**src/rtl/vga_pkg.sv**
```systemverilog
// Shared VGA pipeline definitions.
//   HOR_PIXELS / VER_PIXELS : active display size
//   rgb_t                   : 12-bit colour (4:4:4)
//   coord_t                 : 11-bit screen coordinate
//   TRANSPARENT_DEFAULT     : default colour key for sprite stages
//   vga_bus_t               : packed copy of the vga_if fields, used by delay lines
package vga_pkg;

    localparam int HOR_PIXELS = 1024;
    localparam int VER_PIXELS = 768;

    typedef logic [11:0] rgb_t;
    typedef logic [10:0] coord_t;

    localparam rgb_t TRANSPARENT_DEFAULT = 12'h000;

    typedef struct packed {
        coord_t hcount;
        coord_t vcount;
        logic   hsync;
        logic   vsync;
        logic   hblnk;
        logic   vblnk;
        rgb_t   rgb;
    } vga_bus_t;

endpackage

```
**src/rtl/vga_if.sv**
```systemverilog
// VGA timing + colour bundle passed along the draw-stage chain.
//   vga_in  modport : consumer side (all inputs)
//   vga_out modport : producer side (all outputs)
interface vga_if;

    logic [10:0] hcount;
    logic [10:0] vcount;
    logic        hsync;
    logic        vsync;
    logic        hblnk;
    logic        vblnk;
    logic [11:0] rgb;

    modport vga_in  (input  hcount, vcount, hsync, vsync, hblnk, vblnk, rgb);
    modport vga_out (output hcount, vcount, hsync, vsync, hblnk, vblnk, rgb);

endinterface

```
**src/rtl/vga_delay.sv**
```systemverilog
// DEPTH-stage shift register for the VGA bus plus a 1-bit sideband.
//   clk      : pixel clock
//   rst      : synchronous active-high reset, clears every stage
//   din      : VGA fields in
//   side_in  : sideband bit travelling with the pixel
//   dout     : VGA fields, DEPTH cycles later
//   side_out : sideband bit, DEPTH cycles later
module vga_delay
    import vga_pkg::*;
#(
    parameter int DEPTH = 2
) (
    input  logic     clk,
    input  logic     rst,
    input  vga_bus_t din,
    input  logic     side_in,
    output vga_bus_t dout,
    output logic     side_out
);

    vga_bus_t stage [DEPTH];
    logic     side  [DEPTH];

    always_ff @(posedge clk) begin
        if (rst) begin
            for (int unsigned i = 0; i < DEPTH; i++) begin
                stage[i] <= '0;
                side[i]  <= 1'b0;
            end
        end else begin
            stage[0] <= din;
            side[0]  <= side_in;
            for (int unsigned i = 1; i < DEPTH; i++) begin
                stage[i] <= stage[i-1];
                side[i]  <= side[i-1];
            end
        end
    end

    assign dout     = stage[DEPTH-1];
    assign side_out = side[DEPTH-1];

endmodule

```
**src/rtl/draw_player_sprite.sv**
```systemverilog
// Player sprite overlay stage: position, horizontal flip, animation frames
// from one ROM, colour-key transparency, configurable ROM latency.
//   clk, rst         : pixel clock, synchronous active-high reset
//   pos_x, pos_y     : sprite top-left corner (latched at vblank start)
//   flip, hide       : mirror / suppress (latched at vblank start)
//   anim_en          : advance the animation on vblank starts
//   rom_addr         : registered sprite ROM address
//   rom_rgb          : ROM data, ROM_LATENCY cycles after rom_addr
//   frame_idx        : current animation frame
//   vga_in / vga_out : upstream / downstream VGA bus
module draw_player_sprite
    import vga_pkg::*;
#(
    parameter int   SPRITE_W     = 140,
    parameter int   SPRITE_H     = 177,
    parameter int   FRAMES       = 4,
    parameter int   FRAME_PERIOD = 8,
    parameter int   ROM_LATENCY  = 1,
    parameter int   ADDR_W       = 17,
    parameter rgb_t TRANSPARENT  = TRANSPARENT_DEFAULT
) (
    input  logic              clk,
    input  logic              rst,
    input  logic [10:0]       pos_x,
    input  logic [10:0]       pos_y,
    input  logic              flip,
    input  logic              anim_en,
    input  logic              hide,
    output logic [ADDR_W-1:0] rom_addr,
    input  logic [11:0]       rom_rgb,
    output logic [2:0]        frame_idx,
    vga_if.vga_in             vga_in,
    vga_if.vga_out            vga_out
);

    localparam int L  = 1 + ROM_LATENCY;
    localparam int PW = (FRAME_PERIOD > 1) ? $clog2(FRAME_PERIOD) : 1;

    localparam logic [ADDR_W-1:0] FRAME_SIZE = ADDR_W'(SPRITE_W * SPRITE_H);
    localparam logic [ADDR_W-1:0] ROW_SIZE   = ADDR_W'(SPRITE_W);
    localparam logic [7:0]        LAST_COL   = 8'(SPRITE_W - 1);
    localparam logic [11:0]       W12        = 12'(SPRITE_W);
    localparam logic [11:0]       H12        = 12'(SPRITE_H);

    coord_t          sx, sy;
    logic            flip_q, hide_q;
    logic            vblnk_prev, vblnk_rise;
    logic [PW-1:0]   period_cnt;

    logic [11:0]       h12, v12, sx12, sy12;
    logic              inside_c, inside_d;
    logic [7:0]        rel_x, rel_y, col;
    logic [ADDR_W-1:0] addr_c;
    vga_bus_t          bus_in, bus_d;

    assign vblnk_rise = vga_in.vblnk && !vblnk_prev;

    // Shadow registers and animation only move at vblank start, so the
    // sprite never tears or changes frame mid-picture.
    always_ff @(posedge clk) begin
        if (rst) begin
            vblnk_prev <= 1'b0;
            sx         <= '0;
            sy         <= '0;
            flip_q     <= 1'b0;
            hide_q     <= 1'b1;
            period_cnt <= '0;
            frame_idx  <= '0;
        end else begin
            vblnk_prev <= vga_in.vblnk;
            if (vblnk_rise) begin
                sx     <= pos_x;
                sy     <= pos_y;
                flip_q <= flip;
                hide_q <= hide;
                if (anim_en) begin
                    if (period_cnt == PW'(FRAME_PERIOD - 1)) begin
                        period_cnt <= '0;
                        frame_idx  <= (frame_idx == 3'(FRAMES - 1)) ? '0 : frame_idx + 3'd1;
                    end else begin
                        period_cnt <= period_cnt + 1'b1;
                    end
                end
            end
        end
    end

    // 12-bit bounds so a sprite hanging off the right/bottom edge clips
    // instead of wrapping back to column/row 0.
    always_comb begin
        h12      = {1'b0, vga_in.hcount};
        v12      = {1'b0, vga_in.vcount};
        sx12     = {1'b0, sx};
        sy12     = {1'b0, sy};
        inside_c = (h12 >= sx12) && (h12 < sx12 + W12) &&
                   (v12 >= sy12) && (v12 < sy12 + H12) &&
                   !vga_in.hblnk && !vga_in.vblnk && !hide_q;
        rel_x    = 8'(vga_in.hcount - sx);
        rel_y    = 8'(vga_in.vcount - sy);
        col      = flip_q ? LAST_COL - rel_x : rel_x;
        addr_c   = ADDR_W'(frame_idx) * FRAME_SIZE + ADDR_W'(rel_y) * ROW_SIZE + ADDR_W'(col);
    end

    always_ff @(posedge clk) begin
        if (rst) begin
            rom_addr <= '0;
        end else begin
            rom_addr <= inside_c ? addr_c : '0;
        end
    end

    always_comb begin
        bus_in.hcount = vga_in.hcount;
        bus_in.vcount = vga_in.vcount;
        bus_in.hsync  = vga_in.hsync;
        bus_in.vsync  = vga_in.vsync;
        bus_in.hblnk  = vga_in.hblnk;
        bus_in.vblnk  = vga_in.vblnk;
        bus_in.rgb    = vga_in.rgb;
    end

    // The inside flag enters the delay line unregistered; its first stage
    // is the stage-A register, keeping it aligned with rom_rgb at depth L.
    vga_delay #(.DEPTH(L)) u_delay (
        .clk      (clk),
        .rst      (rst),
        .din      (bus_in),
        .side_in  (inside_c),
        .dout     (bus_d),
        .side_out (inside_d)
    );

    always_comb begin
        vga_out.hcount = bus_d.hcount;
        vga_out.vcount = bus_d.vcount;
        vga_out.hsync  = bus_d.hsync;
        vga_out.vsync  = bus_d.vsync;
        vga_out.hblnk  = bus_d.hblnk;
        vga_out.vblnk  = bus_d.vblnk;
        vga_out.rgb    = (!inside_d || rom_rgb == TRANSPARENT) ? bus_d.rgb : rom_rgb;
    end

endmodule

```
**src/flat_wrapper.sv**
```systemverilog
// flat-port wrapper written by rule: the top's interface ports become plain ports
module draw_player_sprite_flat import vga_pkg::*;
#(
    parameter int   SPRITE_W     = 140,
    parameter int   SPRITE_H     = 177,
    parameter int   FRAMES       = 4,
    parameter int   FRAME_PERIOD = 8,
    parameter int   ROM_LATENCY  = 1,
    parameter int   ADDR_W       = 17,
    parameter rgb_t TRANSPARENT  = TRANSPARENT_DEFAULT
)
  (clk, rst, pos_x, pos_y, flip, anim_en, hide, rom_addr, rom_rgb, frame_idx, vga_in_hcount, vga_in_vcount, vga_in_hsync, vga_in_vsync, vga_in_hblnk, vga_in_vblnk, vga_in_rgb, vga_out_hcount, vga_out_vcount, vga_out_hsync, vga_out_vsync, vga_out_hblnk, vga_out_vblnk, vga_out_rgb);
  vga_if vga_in_i ();
  vga_if vga_out_i ();
  input  logic clk;
  input  logic rst;
  input  logic [10:0] pos_x;
  input  logic [10:0] pos_y;
  input  logic flip;
  input  logic anim_en;
  input  logic hide;
  output logic [ADDR_W-1:0] rom_addr;
  input  logic [11:0] rom_rgb;
  output logic [2:0] frame_idx;
  input wire logic [$bits(vga_in_i.hcount)-1:0] vga_in_hcount;
  input wire logic [$bits(vga_in_i.vcount)-1:0] vga_in_vcount;
  input wire logic [$bits(vga_in_i.hsync)-1:0] vga_in_hsync;
  input wire logic [$bits(vga_in_i.vsync)-1:0] vga_in_vsync;
  input wire logic [$bits(vga_in_i.hblnk)-1:0] vga_in_hblnk;
  input wire logic [$bits(vga_in_i.vblnk)-1:0] vga_in_vblnk;
  input wire logic [$bits(vga_in_i.rgb)-1:0] vga_in_rgb;
  output wire logic [$bits(vga_out_i.hcount)-1:0] vga_out_hcount;
  output wire logic [$bits(vga_out_i.vcount)-1:0] vga_out_vcount;
  output wire logic [$bits(vga_out_i.hsync)-1:0] vga_out_hsync;
  output wire logic [$bits(vga_out_i.vsync)-1:0] vga_out_vsync;
  output wire logic [$bits(vga_out_i.hblnk)-1:0] vga_out_hblnk;
  output wire logic [$bits(vga_out_i.vblnk)-1:0] vga_out_vblnk;
  output wire logic [$bits(vga_out_i.rgb)-1:0] vga_out_rgb;
  assign vga_in_i.hcount = vga_in_hcount;
  assign vga_in_i.vcount = vga_in_vcount;
  assign vga_in_i.hsync = vga_in_hsync;
  assign vga_in_i.vsync = vga_in_vsync;
  assign vga_in_i.hblnk = vga_in_hblnk;
  assign vga_in_i.vblnk = vga_in_vblnk;
  assign vga_in_i.rgb = vga_in_rgb;
  assign vga_out_hcount = vga_out_i.hcount;
  assign vga_out_vcount = vga_out_i.vcount;
  assign vga_out_hsync = vga_out_i.hsync;
  assign vga_out_vsync = vga_out_i.vsync;
  assign vga_out_hblnk = vga_out_i.hblnk;
  assign vga_out_vblnk = vga_out_i.vblnk;
  assign vga_out_rgb = vga_out_i.rgb;
  draw_player_sprite #(.SPRITE_W(SPRITE_W), .SPRITE_H(SPRITE_H), .FRAMES(FRAMES), .FRAME_PERIOD(FRAME_PERIOD), .ROM_LATENCY(ROM_LATENCY), .ADDR_W(ADDR_W), .TRANSPARENT(TRANSPARENT)) u_core (.clk(clk), .rst(rst), .pos_x(pos_x), .pos_y(pos_y), .flip(flip), .anim_en(anim_en), .hide(hide), .rom_addr(rom_addr), .rom_rgb(rom_rgb), .frame_idx(frame_idx), .vga_in(vga_in_i), .vga_out(vga_out_i));
endmodule
```
**config.mk**
```make
export PLATFORM = sky130hd
export DESIGN_NAME = draw_player_sprite_flat
export DESIGN_NICKNAME = d
export VERILOG_FILES = /design/src/rtl/vga_pkg.sv /design/src/rtl/vga_if.sv /design/src/rtl/vga_delay.sv /design/src/rtl/draw_player_sprite.sv /design/src/flat_wrapper.sv
export SDC_FILE = /design/constraint.sdc
export NUM_CORES = 1
export LEC_CHECK = 0
export ABC_CLOCK_PERIOD_IN_PS = 8400
export CAP_MARGIN = 5
export CORE_AREA = 2 2 120 180
export CTS_CLUSTER_DIAMETER = 40
export DETAILED_ROUTE_END_ITERATION = 8
export DIE_AREA = 0 0 122 182
export HOLD_SLACK_MARGIN = 0.02
export PLACE_DENSITY_LB_ADDON = 0.15
export SYNTH_ARGS = -nofsm -noshare
export SYNTH_HDL_FRONTEND = slang
export SYNTH_SLANG_ARGS = --single-unit
```
**constraint.sdc**
```tcl
create_clock -name clk -period 8.4 [get_ports clk]
set_input_delay 0.84 -clock clk [delete_from_list [all_inputs] [get_ports clk]]
set_output_delay 0.84 -clock clk [all_outputs]
set_load 0.01 [all_outputs]
```
* Word level (Yosys, flattened, before mapping)
Memory sizes are Yosys's and may differ from the RTL's. Index checks and enable logic that the tools add are counted. Widths: inputs -> output; s select.
Operators by class: add/subtract/negate cells 9, $mul 2, magnitude comparators 4, equal/unequal tests 2, mux-type cells 11, bitwise operators 5, reductions and logical operators 17
Operators with widths (number):
- $mux 38 | 2
- $add 11x8->12 const B | 2
- $lt 11x12->1 | 2
- $ge 11x11->1 | 2
- $add 17x16->17 | 1
- $add 17x8->17 | 1
- $sub 8x8->8 | 2
- $mul 3x13->15 const B | 1
- $mul 8x6->14 const B | 1
- $logic_not 12->1 | 1
- $mux 12 | 1
- $mux 8 | 1
- $sub 8x8->8 const A | 1
- $logic_and 1x1->1 | 7
- $add 3x1->3 const B | 2
- $mux 3 | 2
- $logic_not 1->1 | 5
- $mux 1 | 5
- $or 1x1->1 | 4
- $eq 3x2->1 const B | 1
- $eq 3x3->1 const B | 1
- $reduce_and 3->1 | 1
- $reduce_and 2->1 | 1
- $reduce_or 2->1 | 1
- 2 further kinds | 2
Word-level totals: bits in registers 48, RAM bits 78, input port bits 77, output and inout bits 58, word-level logic and storage cells 60, memories 2
Memory list:
- u_core.u_delay.stage | words 2, width 38, rd ports 2, clocked after memory_dff 0, wr ports 2, line vga_delay.sv:21 | vga_bus_t stage [DEPTH];
- u_core.u_delay.side | words 2, width 1, rd ports 2, clocked after memory_dff 0, wr ports 2, line vga_delay.sv:22 | logic side [DEPTH];

* Depth between registers and ports, before layout
Gate-level depths: netlist of run 1.
depth in word-level cells 10, mapped depth 27, depth with buffers taken out 27

* Cells and area by module
From an unflattened synthesis of run 1, not the netlist that was laid out.
Second synthesis, totals: cells, all modules 781, area, all modules 7312.0 um^2
By module, submodules not included:
- draw_player_sprite | instances 1, cells each 579, area each 4922.2 um^2, seq. area each 960.9 um^2
- vga_delay | instances 1, cells each 202, area each 2389.8 um^2, seq. area each 1561.5 um^2

* Worst setup path after synthesis of run 1
Ideal clock, no wire load.
kind input -> register, start input port vga_in_vcount[0], end register u_core.rom_addr[16], setup time 0.075 ns, data arrival time 5.830 ns, required time 8.325 ns, slack 2.495 ns, stages on the path 24, path buffers 0, cell sequence inv_1 > ha_1 > inv_1 > fa_1 > a21o_1 > a21oi_1 > o21bai_1 > a21oi_1 > xnor2_1 > xor2_1 > ha_1 > fa_1 > ha_1 > a21oi_1 > nor2b_1 > nor3_1 > o21bai_1 > maj3_1 > nor2b_1 > ha_1 > ha_1 > nand3_1 > or3_1 > a31oi_1
Between the ends: cells in the longest elaborated chain, start to end 8, elaborated cells on any way between the ends 13, those cells by class add/sub (3); mul (1); order compare (2); bitwise (1); reduce/logical (6)
Ends and longest elaborated chain:
- start: declaration | line flat_wrapper.sv:26 | input wire logic [$bits(vga_in_i.vcount)-1:0] vga_in_vcount;
- branches (longest 8 deep; another with $add 17x16->17)
- end signal: assignment | line draw_player_sprite.sv:108 | rom_addr <= inside_c ? addr_c : '0;
- end: declaration | line draw_player_sprite.sv:29 | output logic [ADDR_W-1:0] rom_addr,
Several ways; the timed one is not identified. A chain may end at the register's enable or synchronous reset.

* Final worst setup path of run 1
start input port vga_in_vcount[0], end register u_core.rom_addr[14]
The elaborated chain is that of the path after synthesis.

==> flow_metrics.tcl, run 1 <==
set metrics [dict create \
    postPlaceCellArea_mm2 0.00858 \
    hold_buffers 0 \
    die-area_mm2 0.0222 \
    place.gp.congestion 0.799 \
    cts_resized 0 \
    crit_top_cell "ha_1" \
    comb_power_share 0.375 \
    cts_htree_levels 4 \
    antenna_found_initial 0 \
    cts_root_buffer "clkbuf_16" \
    first_pass_iters 4 \
    power_frac_clock 0.350 \
    ys_ff_latch 125 \
    p_switching_uw 759 \
    ios 135 \
    grt_pass1_wl_um 26800 \
    critPathArrivalTime_ns 6.88 \
    die-height_um 182 \
    endpoint_kind "flop" \
    seqPwrFrac 0.275 \
    hold_viol 0 \
    grt-ovfl-total 0 \
    grt_setup_unrepaired "no" \
    drive_gt1_frac 0.0584 \
    rows 65 \
    syn_area_mm2 0.00713 \
    yosysSeqAreaShare 0.351 \
    diodes 0 \
    relSlewSlack 0.268 \
    vias 5468 \
    dp_hpwl_um 13100 \
    synth_nets 964 \
    drt_iter0_markers 138 \
    syn_avg_cell_area_um2 9.12 \
    synth.distinct_cells 54 \
    finalInstanceArea_mm2 0.00922 \
    clock_sinks 125 \
    wl_um 16900 \
    leakagePower_nw 3.82 \
    switching_share 0.332 \
    wl_per_cell_um 14.4 \
    grt_usage 0.157 \
    fin_skew_ns 0.0106 \
    nFillCells 2099 \
    path_clk_slew_ns 0.06 \
    synth.most_common_cell "dfxtp_1" \
    core_area_mm2 0.0207 \
    grt_max_degree 63 \
    die_w_um 122 \
    critPathSlowestCell "fa_1" \
    preCtsSetupSlack_ns 1.51 \
    ys_top_cells_by_area "dfxtp_1, ha_1, nor2b_1, xnor2_1, a21oi_1" \
    p_int_mw 1.53 \
    synth_cells 782 \
    drt-vias-per-instance 4.65 \
    tightest_slew_ns 1.09 \
    hold_start "u_core.u_delay.stage[0][35]" \
    finalSetupViolations 0 \
    multiInputGateArea_mm2 0.00414 \
    ys_async_sr_fraction 0 \
    finalSetupTns_ns 0 \
    synth_flop_cell "dfxtp_1" \
    hold_depth 1 \
    path_class "in -> reg" \
    start_kind "input port" \
    cts_tree "built" \
    status "completed" \
    yosysTopAreaCellShare 0.351 \
    post-route-drc-count 0 \
    reg2reg_depth 25 \
    post-route-period-util 0.777 \
    detail-route-antenna-nets 0 \
    clock_latency_ns 0.43 \
    slew_violations 0 \
    synthToLayoutAreaGrowth_pct 29.3 \
    regArea_mm2 0.00250 \
    reg2reg_from "u_core.sy[0]" \
    crit_start "vga_in_vcount[0]" \
    synth_top_cell_by_area "dfxtp_1" \
    grt_pass1_vias 5368 \
    clockBufferDepth 2 \
    synth_edf_count 0 \
    min_period_ns 6.53 \
    total_power_mw 2.28 \
    critPathMaxFanout 5 \
    hold_class "reg -> reg" \
    synth_commonest_cells "dfxtp_1, ha_1, nor2b_1" \
    clock.fmax_mhz 153 \
    numPortBuffers 134 \
    start_util 0.344 \
    p_per_area_mw_per_mm2 248 \
    crit_path_max_incr_delay_ns 0.53 \
    cts_buffers 17 \
    yosysWarningCount 0 \
    cp_data_required_time_ns 8.75 \
    fin_nets 1076 \
    setup_ws_ns 1.87 \
    postCtsSetupBuffers 0 \
    drv_cap 0 \
    vdd_drop_max_uv 184 \
]
==> path summary, 6_finish.rpt <==
path,end,slack [ns]
setup / recovery,u_core.rom_addr[14],1.87
hold / removal,u_core.u_delay.stage[0][73],0.43
setup reg to reg,u_core.rom_addr[14],2.36
hold reg to reg,u_core.u_delay.stage[0][73],0.43
==> power groups by stage <==
stage	sequential [mW]	clock, mW	combinational (mW)
floorplan	0.639	0	0.664
global placement	0.641	0	0.852
detailed placement	0.642	0	0.859
CTS	0.629	0.826	0.865
global route	0.631	0.843	0.978
finish	0.629	0.799	0.856
==> sequential cells by signal, summed over array words and instances (netlist names) <==
signal	cells
u_core.hide_q	1
u_core.u_delay.side	2
u_core.flip_q	1
u_core.sx	11
u_core.frame_idx	3
u_core.sy	11
u_core.period_cnt	3
u_core.rom_addr	17
u_core.u_delay.stage	76
==> stage by stage <==
stage	cells	hold WS, ns	util
after detailed placement	1143	0.423	0.414
after CTS	1175	0.436	0.445
after floorplan	782	0.414	-
final	1175	0.432	0.445
after global routing	1175	0.447	0.445
after global placement	1143	0.416	0.414
==> kinds of logic (layout without fill, tap and decap cells) <==
family / Yosys count / after routing / synth area share
buf+inv: 109 / 234 / 0.0691
simple gates: 244 / 244 / 0.178
xor+xnor: 53 / 53 / 0.0662
mux: 14 / 14 / 0.0218
flops: 125 / 125 / 0.351
fa+ha+maj: 107 / 107 / 0.201
compound gates: 130 / 130 / 0.113
==> final cells by class <==
cell class / instances / share of cell area
multi-input cells: 548 / 0.449
flip-flops and latches: 125 / 0.271
repair buffers: 137 / 0.148
clock buffers: 20 / 0.0495
well taps: 268 / 0.0364
inverters: 65 / 0.0265
clock inverters: 12 / 0.0199
==> routing by layer <==
metal  global-route usage  vias to the layer above  part of all wire  routed length (um)
met1                0.172                     2506              0.41                6960
li1                     -                     2817                 -                   -
met3               0.0437                       24             0.053                 902
met2                0.280                      121              0.51                8640
met5                    0                        -                 0                   0
met4               0.0657                        0             0.022                 367
==> worst max-delay path: cells and delay by family <==
kind	cells	cell delay [ns]
adder cells (fa/ha/maj)	7	2.31
AND/OR/NAND/NOR	5	0.79
AO/OA/AOI/OAI	7	1.58
buffers and inverters	5	0.68
XOR/XNOR	3	0.64
==> layout by cell type, fill, tap and decap left out, types with 3 or more instances in the layout <==
cell / instances
clkinv_4: 3
buf_4: 4
o22ai_1: 3
dfxtp_1: 125
a211oi_1: 3
ha_1: 92
a21oi_1: 54
nand2b_1: 4
nor3_1: 13
nand2_1: 65
o31a_1: 5
a31oi_1: 6
o21a_1: 12
o31ai_1: 4
mux2_2: 12
and3_1: 4
fa_1: 13
xor2_1: 14
clkdlybuf4s50_1: 133
nand3_1: 13
nor2b_1: 85
o21bai_1: 4
nor2_1: 38
xnor2_1: 38
bufinv_16: 4
nor4_1: 4
o21ai_0: 20
or3_1: 4
clkbuf_16: 17
a21o_1: 6
inv_1: 65
Note: power is estimated with default switching activity, not from simulation.
==> inputs of run 2 (changes only) <==
--- a/config.mk
+++ b/config.mk
@@ -5,7 +5,7 @@
 export SDC_FILE = /design/constraint.sdc
 export NUM_CORES = 1
 export LEC_CHECK = 0
-export ABC_CLOCK_PERIOD_IN_PS = 8400
+export ABC_CLOCK_PERIOD_IN_PS = 6000
 export CAP_MARGIN = 5
 export CORE_AREA = 2 2 120 180
 export CTS_CLUSTER_DIAMETER = 40
==> constraint.sdc (replaced) <==
create_clock -name clk -period 6 [get_ports clk]
set_input_delay 0.6 -clock clk [delete_from_list [all_inputs] [get_ports clk]]
set_output_delay 0.6 -clock clk [all_outputs]
set_load 0.01 [all_outputs]
==> run 2 against run 1 <==
Global-route usage up 0.22 points. Die area unchanged. Final cell count up 2.5%. Routed wire length is 1.0% higher. Sequential cell count stayed put. Critical path depth is the same. Largest cell class unchanged. Largest power group unchanged. Highest routed layer unchanged.
==> flow_metrics.tcl, run 2 (synthesized netlist as in run 1, its figures left out) <==
set metrics [dict create \
    largest_register_ffs 76 \
    final_cell_mix "clkdlybuf4s50_1, dfxtp_1, ha_1, nor2b_1" \
    cts_resized 0 \
    hold_ws_ns 0.430 \
    fin_nets 1108 \
    postCtsSetupBuffers 0 \
    slew_violations 0 \
    cts_buffers 17 \
    cts_root_buffer "clkbuf_16" \
    critPathMaxFanout 4 \
    rows 65 \
    critPathArrivalTime_ns 5.90 \
    post-route-period-util 0.936 \
    final_common_cell "clkdlybuf4s50_1" \
    crit_top_cell "ha_1" \
    min_period_ns 5.62 \
    drt_iter0_markers 139 \
    clock.fmax_mhz 178 \
    ios 135 \
    vdd_drop_max_uv 236 \
    grt_usage 0.159 \
    top_regs "u_core.u_delay.stage: 76 flops, u_core.rom_addr: 17 flops" \
    critical_path_buf_inv_count 5 \
    hold_viol 0 \
    dp_hpwl_um 13300 \
    clockBufferDepth 2 \
    post-route-drc-count 0 \
    crit_path_max_incr_delay_ns 0.53 \
    leakagePower_nw 3.97 \
    diodes 0 \
    clock_latency_ns 0.43 \
    cp_data_required_time_ns 6.28 \
    drv_cap 0 \
    grt_setup_unrepaired "no" \
    die_w_um 122 \
    drt-vias-per-instance 4.63 \
    wl_met1_um 7090 \
    antenna_found_initial 0 \
    path_class "in -> reg" \
    tightest_slew_ns 1.11 \
    detail-route-antenna-nets 0 \
    relSlewSlack 0.252 \
    die-area_mm2 0.0222 \
    hold_class "reg -> reg" \
    cts_htree_levels 4 \
    cpLargestDelayFamily "adder cells" \
    start_kind "input port" \
    r2r_setup_slack_ns 0.50 \
    wl_per_cell_um 14.2 \
    clock_sinks 125 \
    die-height_um 182 \
    fin_skew_ns 0.0112 \
    drive_gt1_frac 0.0919 \
    grt_pass1_wl_um 27600 \
    dr_wl_met2_um 8930 \
    synthToLayoutAreaGrowth_pct 32.4 \
    wl_met3_um 753 \
    cts_tree "built" \
    vias 5576 \
    place.gp.congestion 0.836 \
    p_per_area_mw_per_mm2 356 \
    endpoint_kind "flop" \
    critPathSlowestCell "fa_1" \
    top_layer "met4" \
    top_register "u_core.u_delay.stage" \
    grt_max_degree 63 \
    postPlaceCellArea_mm2 0.00882 \
    grt-ovfl-total 0 \
    path_clk_slew_ns 0.06 \
    first_pass_iters 4 \
    start_util 0.344 \
    finalInstanceArea_mm2 0.00944 \
    numPortBuffers 134 \
    core_area_mm2 0.0207 \
    wl_um 17000 \
    status "completed" \
    hold_buffers 0 \
    finalSetupViolations 0 \
    grt_pass1_vias 5696 \
    total_power_mw 3.36 \
]
==> run 2: final cells by class <==
| type | count | area, um2 |
|---|---|---|
| flip-flops and latches | 125 | 2500 |
| clock buffers | 23 | 478 |
| clock inverters | 6 | 111 |
| well taps | 268 | 335 |
| repair buffers | 169 | 1600 |
| fillers | 2050 | 11300 |
| multi-input cells | 548 | 4170 |
| inverters | 65 | 244 |
==> run 2: final timing paths <==
| path | cells past startpoint | startpoint | endpoint |
|---|---|---|---|
| worst max register to register | 25 | u_core.sy[1] | u_core.rom_addr[16] |
| worst min register to register | 1 | u_core.u_delay.stage[0][20] | u_core.u_delay.stage[0][58] |
| worst min-delay path | 1 | u_core.u_delay.stage[0][20] | u_core.u_delay.stage[0][58] |
| worst max-delay path | 27 | vga_in_vcount[0] | u_core.rom_addr[16] |
==> run 2: layer usage <==
| layer | global-route usage | up-vias |
|---|---|---|
| met2 | 0.288 | 118 |
| met4 | 0.0644 | 0 |
| met3 | 0.0374 | 16 |
| li1 | - | 2874 |
| met5 | 0 | - |
| met1 | 0.177 | 2568 |
==> run 2: report_power, final <==
group	internal, mW	switching, mW
Clock	0.679	0.363
Sequential	0.865	0.0159
Combinational	0.733	0.705
==> run 2: per-stage QoR <==
stage | setup WS (ns) | TNS [ns] | util | cells
4_1_cts | 0.207 | 0 | 0.454 | 1204
6_report | 0.381 | 0 | 0.455 | 1204
5_1_grt | 0.0269 | 0 | 0.455 | 1204
2_1_floorplan | 0.335 | 0 | - | 782
3_5_place_dp | -0.218 | -0.621 | 0.425 | 1175
3_3_place_gp | -0.146 | -0.396 | 0.425 | 1175
